$ cat src/rtl/sram_pkg.sv
// Shared definitions for the async SRAM bus controller and its future users.
package sram_pkg;

    localparam int unsigned SRAM_ADDR_W = 19;
    localparam int unsigned SRAM_DATA_W = 16;

    typedef enum logic [1:0] {
        ST_IDLE   = 2'd0,
        ST_SETUP  = 2'd1,
        ST_ACCESS = 2'd2,
        ST_HOLD   = 2'd3
    } sram_state_t;

endpackage

$ cat src/rtl/sram_ctrl.sv
// Initiator for the board's async SRAM bus: converts single-word req/ready
// transactions into SETUP / ACCESS / HOLD strobe sequences. Every output is
// registered; the chip top builds the DAT tristate from DAT_OUT/DAT_OE.
module sram_ctrl
    import sram_pkg::*;
#(
    parameter int unsigned ADDR_W      = SRAM_ADDR_W,
    parameter int unsigned DATA_W      = SRAM_DATA_W,
    parameter int unsigned WAIT_CYCLES = 2
) (
    input  logic              clk,
    input  logic              rst,
    input  logic              req,
    input  logic              we,
    input  logic [ADDR_W-1:0] addr,
    input  logic [DATA_W-1:0] wdata,
    output logic              ready,
    output logic [DATA_W-1:0] rdata,
    output logic              rvalid,
    output logic [ADDR_W-1:0] ADR,
    output logic [DATA_W-1:0] DAT_OUT,
    output logic              DAT_OE,
    input  logic [DATA_W-1:0] DAT_IN,
    output logic              RAMCS,
    output logic              RAMOE,
    output logic              RAMWE
);

    localparam int unsigned       CNT_W    = $clog2(WAIT_CYCLES + 1);
    localparam logic [CNT_W-1:0]  CNT_LOAD = CNT_W'(WAIT_CYCLES - 1);

    sram_state_t       r_state, w_state;
    logic [CNT_W-1:0]  r_cnt, w_cnt;
    logic              r_op_we, w_op_we;
    logic              r_ready, w_ready;
    logic [DATA_W-1:0] r_rdata, w_rdata;
    logic              r_rvalid, w_rvalid;
    logic [ADDR_W-1:0] r_adr, w_adr;
    logic [DATA_W-1:0] r_dat_out, w_dat_out;
    logic              r_dat_oe, w_dat_oe;
    logic              r_cs, w_cs;
    logic              r_oe, w_oe;
    logic              r_we, w_we;

    // Next-state and next-output logic; outputs are computed one cycle ahead
    // so that every pin comes straight from a flop.
    always_comb begin
        w_state   = r_state;
        w_cnt     = r_cnt;
        w_op_we   = r_op_we;
        w_ready   = r_ready;
        w_rdata   = r_rdata;
        w_rvalid  = 1'b0;
        w_adr     = r_adr;
        w_dat_out = r_dat_out;
        w_dat_oe  = r_dat_oe;
        w_cs      = r_cs;
        w_oe      = r_oe;
        w_we      = r_we;

        unique case (r_state)
            ST_IDLE: begin
                if (req) begin
                    w_state  = ST_SETUP;
                    w_ready  = 1'b0;
                    w_op_we  = we;
                    w_adr    = addr;
                    w_cs     = 1'b0;
                    if (we) begin
                        w_dat_out = wdata;
                        w_dat_oe  = 1'b1;
                    end else begin
                        w_oe = 1'b0;
                    end
                end
            end
            ST_SETUP: begin
                w_state = ST_ACCESS;
                w_cnt   = CNT_LOAD;
                if (r_op_we) begin
                    w_we = 1'b0;
                end
            end
            ST_ACCESS: begin
                if (r_cnt == '0) begin
                    // Strobes rise here; CS, ADR and write data stay for HOLD.
                    w_state = ST_HOLD;
                    w_we    = 1'b1;
                    w_oe    = 1'b1;
                    if (!r_op_we) begin
                        w_rdata  = DAT_IN;
                        w_rvalid = 1'b1;
                    end
                end else begin
                    w_cnt = r_cnt - CNT_W'(1);
                end
            end
            ST_HOLD: begin
                w_state  = ST_IDLE;
                w_cs     = 1'b1;
                w_dat_oe = 1'b0;
                w_ready  = 1'b1;
            end
            default: begin
                w_state = ST_IDLE;
            end
        endcase
    end

    // State and output registers with synchronous reset to the bus idle level.
    always_ff @(posedge clk) begin
        if (rst) begin
            r_state   <= ST_IDLE;
            r_cnt     <= '0;
            r_op_we   <= 1'b0;
            r_ready   <= 1'b1;
            r_rdata   <= '0;
            r_rvalid  <= 1'b0;
            r_adr     <= '0;
            r_dat_out <= '0;
            r_dat_oe  <= 1'b0;
            r_cs      <= 1'b1;
            r_oe      <= 1'b1;
            r_we      <= 1'b1;
        end else begin
            r_state   <= w_state;
            r_cnt     <= w_cnt;
            r_op_we   <= w_op_we;
            r_ready   <= w_ready;
            r_rdata   <= w_rdata;
            r_rvalid  <= w_rvalid;
            r_adr     <= w_adr;
            r_dat_out <= w_dat_out;
            r_dat_oe  <= w_dat_oe;
            r_cs      <= w_cs;
            r_oe      <= w_oe;
            r_we      <= w_we;
        end
    end

    assign ready   = r_ready;
    assign rdata   = r_rdata;
    assign rvalid  = r_rvalid;
    assign ADR     = r_adr;
    assign DAT_OUT = r_dat_out;
    assign DAT_OE  = r_dat_oe;
    assign RAMCS   = r_cs;
    assign RAMOE   = r_oe;
    assign RAMWE   = r_we;

endmodule

$ cat config.mk
export PLATFORM = sky130hd
export DESIGN_NAME = sram_ctrl
export DESIGN_NICKNAME = d
export VERILOG_FILES = /design/src/rtl/sram_pkg.sv /design/src/rtl/sram_ctrl.sv
export SDC_FILE = /design/constraint.sdc
export NUM_CORES = 1
export LEC_CHECK = 0
export CAP_MARGIN = 10
export CORE_UTILIZATION = 44
export CTS_CLUSTER_DIAMETER = 150
export CTS_CLUSTER_SIZE = 24
export DETAILED_ROUTE_END_ITERATION = 7
export GPL_ROUTABILITY_DRIVEN = 0
export GPL_TIMING_DRIVEN = 0
export HOLD_SLACK_MARGIN = 0.1
export PLACE_DENSITY = 0.95
export SLEW_MARGIN = 15
export SYNTH_ARGS = -nofsm -noshare
export SYNTH_HDL_FRONTEND = slang
export SYNTH_SLANG_ARGS = --single-unit
export TNS_END_PERCENT = 5
$ cat constraint.sdc
create_clock -name clk -period 4 [get_ports clk]
set_input_delay 0.8 -clock clk [delete_from_list [all_inputs] [get_ports clk]]
set_output_delay 0.8 -clock clk [all_outputs]
set_load 0.01 [all_outputs]
==> summary.md <==
| Metric | Value |
|---|---|
| CP startpoint kind | `flop` |
| Die Ht | `~75 um` |
| Most common cell after layout, fill and taps aside | `clkdlybuf4s50_1` |
| Grt ovf | `0` |
| Unrepaired setup endpoints after global routing | `no` |
| PortBufs | `110` |
| Clk_lat worst skew | `roughly 0.33 ns` |
| Die area | `around 5700 um^2` |
| TNS Setup | `0 ns` |
| Yosys reg bits | `just over 60` |
| Run status | `finished, final reports clean` |
| Num CTS Buffers | `9` |
| CP Class | `flop to output port` |
| Path category of the worst min-delay check | `flop to flop` |
| Crit-path max FO | `3` |
| Largest net degree at the start of global routing | `12` |
| Total Wirelength | `about 6.3 mm` |
| CTS Buffer Depth | `2` |
| TritonCTS clock tree | `done` |
| Post-synthesis compound-gate area fraction | `0.152` |
| Count of flip-flops with a built-in enable after synthesis | `0` |
| Via Count | `about 2,300` |
| Power share of the combinational group | `0.356` |
| Non-Filler Instances | `roughly 490` |
| Seq/Total Area, Yosys | `0.517` |
| Total iterations of the first detailed-routing run | `6` |
| Num rows | `26` |
| Synth Area in Adders | `0.0371` |
| Cts repair resizes | `0` |
| Final #Nets | `between 400 and 500` |
| Post-synthesis xor/xnor area fraction | `0.00371` |
| Count of pins over their slew limit | `0` |
| Psw | `just under 0.7 mW` |
| Layout cells sized above 1 | `0.0795` |
| Synth-to-Final Area Change | `59.8%` |
| Largest family of logic cells by synthesized area | `simple AND/OR/NAND/NOR gates` |
| Synthesized net count | `around 350` |
| Initial antenna violation count | `0` |
| Clk sinks | `61` |
| Chip width | `about 75 um` |
| Crit path required time | `between 3 and 4 ns` |
| Prevailing post-synth register cell | `dfxtp_1` |
| Mapped Cells | `a little under 300` |
| Critical path endpoint category | `output port` |
| CTS clk-pin slew, worst paths | `around 0.07 ns` |
| Minimum clock period | `around 2.1 ns` |
| Syn Area/Cell | `slightly above 8 um^2` |
| # DRC | `0` |
| Post-CTS Setup Repair Bufs | `0` |
| Distinct cell type count after synthesis | `32` |
| Setup violation total in the final timing report | `0` |
| Synth Area in Simple Gates | `0.235` |
| Crit path DAT | `roughly 1.3 ns` |
| Vias in the first global route | `2,121` |
| Worst Skew | `around 0.010 ns` |
| Seq pwr share | `0.363` |
| Relative slew slack | `0.644` |
| Antenna Cells | `0` |
| Vias per cell | `roughly 4.8` |
| Final ANT Viol Nets | `0` |
| Initial DRC count | `between 60 and 70` |
| Total GRT Usage | `0.214` |
| Synth warn | `0` |
| Number of max-cap violations | `0` |
| Placed cell count | `469` |
| Final-report hold violation count | `0` |
| Clk root buf | `clkbuf_8` |
| Leakage | `between 1 and 1.5 nW` |
| Post-Syn Area | `about 2400 um^2` |
| Routed len/inst | `~13 um` |
| PwrDens | `576 nW/um^2` |
| Hold-fix buffers, CTS | `0` |
| Clock Power Share | `0.281` |
| First-pass GRT wire length | `roughly 9.0 mm` |
| Core area | `slightly above 5000 um^2` |
| Post-synthesis mux area share | `0` |
| Asr flop ratio synth | `0` |
| H-tree levels | `3` |
| Final period util | `0.535` |
| Int Power | `~1.5 mW` |
| Initial Utilization | `0.459` |
| VDD IR-drop max | `approximately 300 uV` |
| DP HPWL | `between 4 and 5 mm` |
| # IOs | `approximately 110` |
| Commonest non-fill, non-tap cells in the layout | `clkdlybuf4s50_1 (110), nand2_1 (108), dfxtp_1 (61)` |
| Switching Fraction | `0.318` |
| Achievable Freq | `approximately 470 MHz` |
| Actual slew at the worst max-slew pin | `roughly 0.53 ns` |
==> routing by layer <==
metal / global-route usage / share of wire / wire, um
met1: 0.231 / 0.41 / 2590
met2: 0.374 / 0.47 / 2960
met3: 0.0763 / 0.094 / 588
met4: 0.105 / 0.018 / 115
met5: 0 / 0 / 0
==> path summary, 6_finish.rpt <==
path / startpoint / to / slack (ns) / cells after the start
hold reg to reg: DAT_OUT[7]$_SDFFE_PP0P_ / DAT_OUT[7]$_SDFFE_PP0P_ / 0.45 / 2
hold / removal: DAT_OUT[7]$_SDFFE_PP0P_ / DAT_OUT[7]$_SDFFE_PP0P_ / 0.45 / 2
setup / recovery: RAMCS$_SDFFE_PP1P_ / ready / 1.86 / 2
setup reg to reg: r_state[0]$_SDFFE_PP0P_ / DAT_OUT[15]$_SDFFE_PP0P_ / 2.40 / 6
==> sequential cells by signal, indices dropped and copies added (netlist names), 2 cells and up <==
register / cells
r_state: 2
DAT_OUT: 16
r_cnt: 2
ADR: 19
rdata: 16
==> layout make-up <==
cell class | instances | area (um^2)
Buffer | 19 | 115
Sequential cell | 61 | 1220
Multi-Input combinational cell | 205 | 1010
Clock buffer | 11 | 141
Tap cell | 70 | 87.6
Clock inverter | 5 | 82.6
Fill cell | 380 | 1370
Inverter | 4 | 15.0
Timing Repair Buffer | 110 | 1100
==> cell usage after synthesis (all sizes together) (2+ instances only) <==
cell type	n	share of area
nand2	108	0.17
dfxtp	61	0.52
a21oi	58	0.13
buf	11	0.036
clkbuf	8	0.013
ha	7	0.037
nand2b	5	0.013
inv	4	0.0064
nand3	3	0.0064
nor2	3	0.0048
a31oi	2	0.0053
nor3	2	0.0042
o21bai	2	0.0064
or2b	2	0.0069
==> cell families after synthesis <==
group                      after synthesis
AOI/OAI and AO/OA                       66
DFF                                     61
adders and majority gates                7
xor gates and xnor gates                 1
buffers and inverters                   23
and+or+nand+nor                        131
==> power by group through the flow <==
stage	clock network, mW	registers, mW	logic (mW)
after CTS	0.618	0.789	0.777
after detailed placement	0	0.802	0.770
after global routing	0.647	0.803	0.845
after global placement	0	0.795	0.744
after floorplan	0	0.841	0.377
final	0.611	0.789	0.773
==> metrics by stage <==
step / area [um^2] / power (mW) / util / setup WS (ns) / hold slack, ns
3_5_place_dp: 3550 / 1.57 / 0.691 / 1.74 / 0.446
2_1_floorplan: 2360 / 1.22 / - / 2.52 / 0.462
4_1_cts: 3770 / 2.18 / 0.734 / 1.84 / 0.456
5_1_grt: 3770 / 2.30 / 0.734 / 1.82 / 0.471
3_3_place_gp: 3550 / 1.54 / 0.691 / 1.76 / 0.440
6_report: 3770 / 2.17 / 0.734 / 1.86 / 0.453
==> critical path, stage by stage, from the launching register on <==
cell and delay (ns):
dfxtp_1 0.37, buf_4 0.12, clkdlybuf4s50_1 0.52
Note: power is estimated with default switching activity, not from simulation.
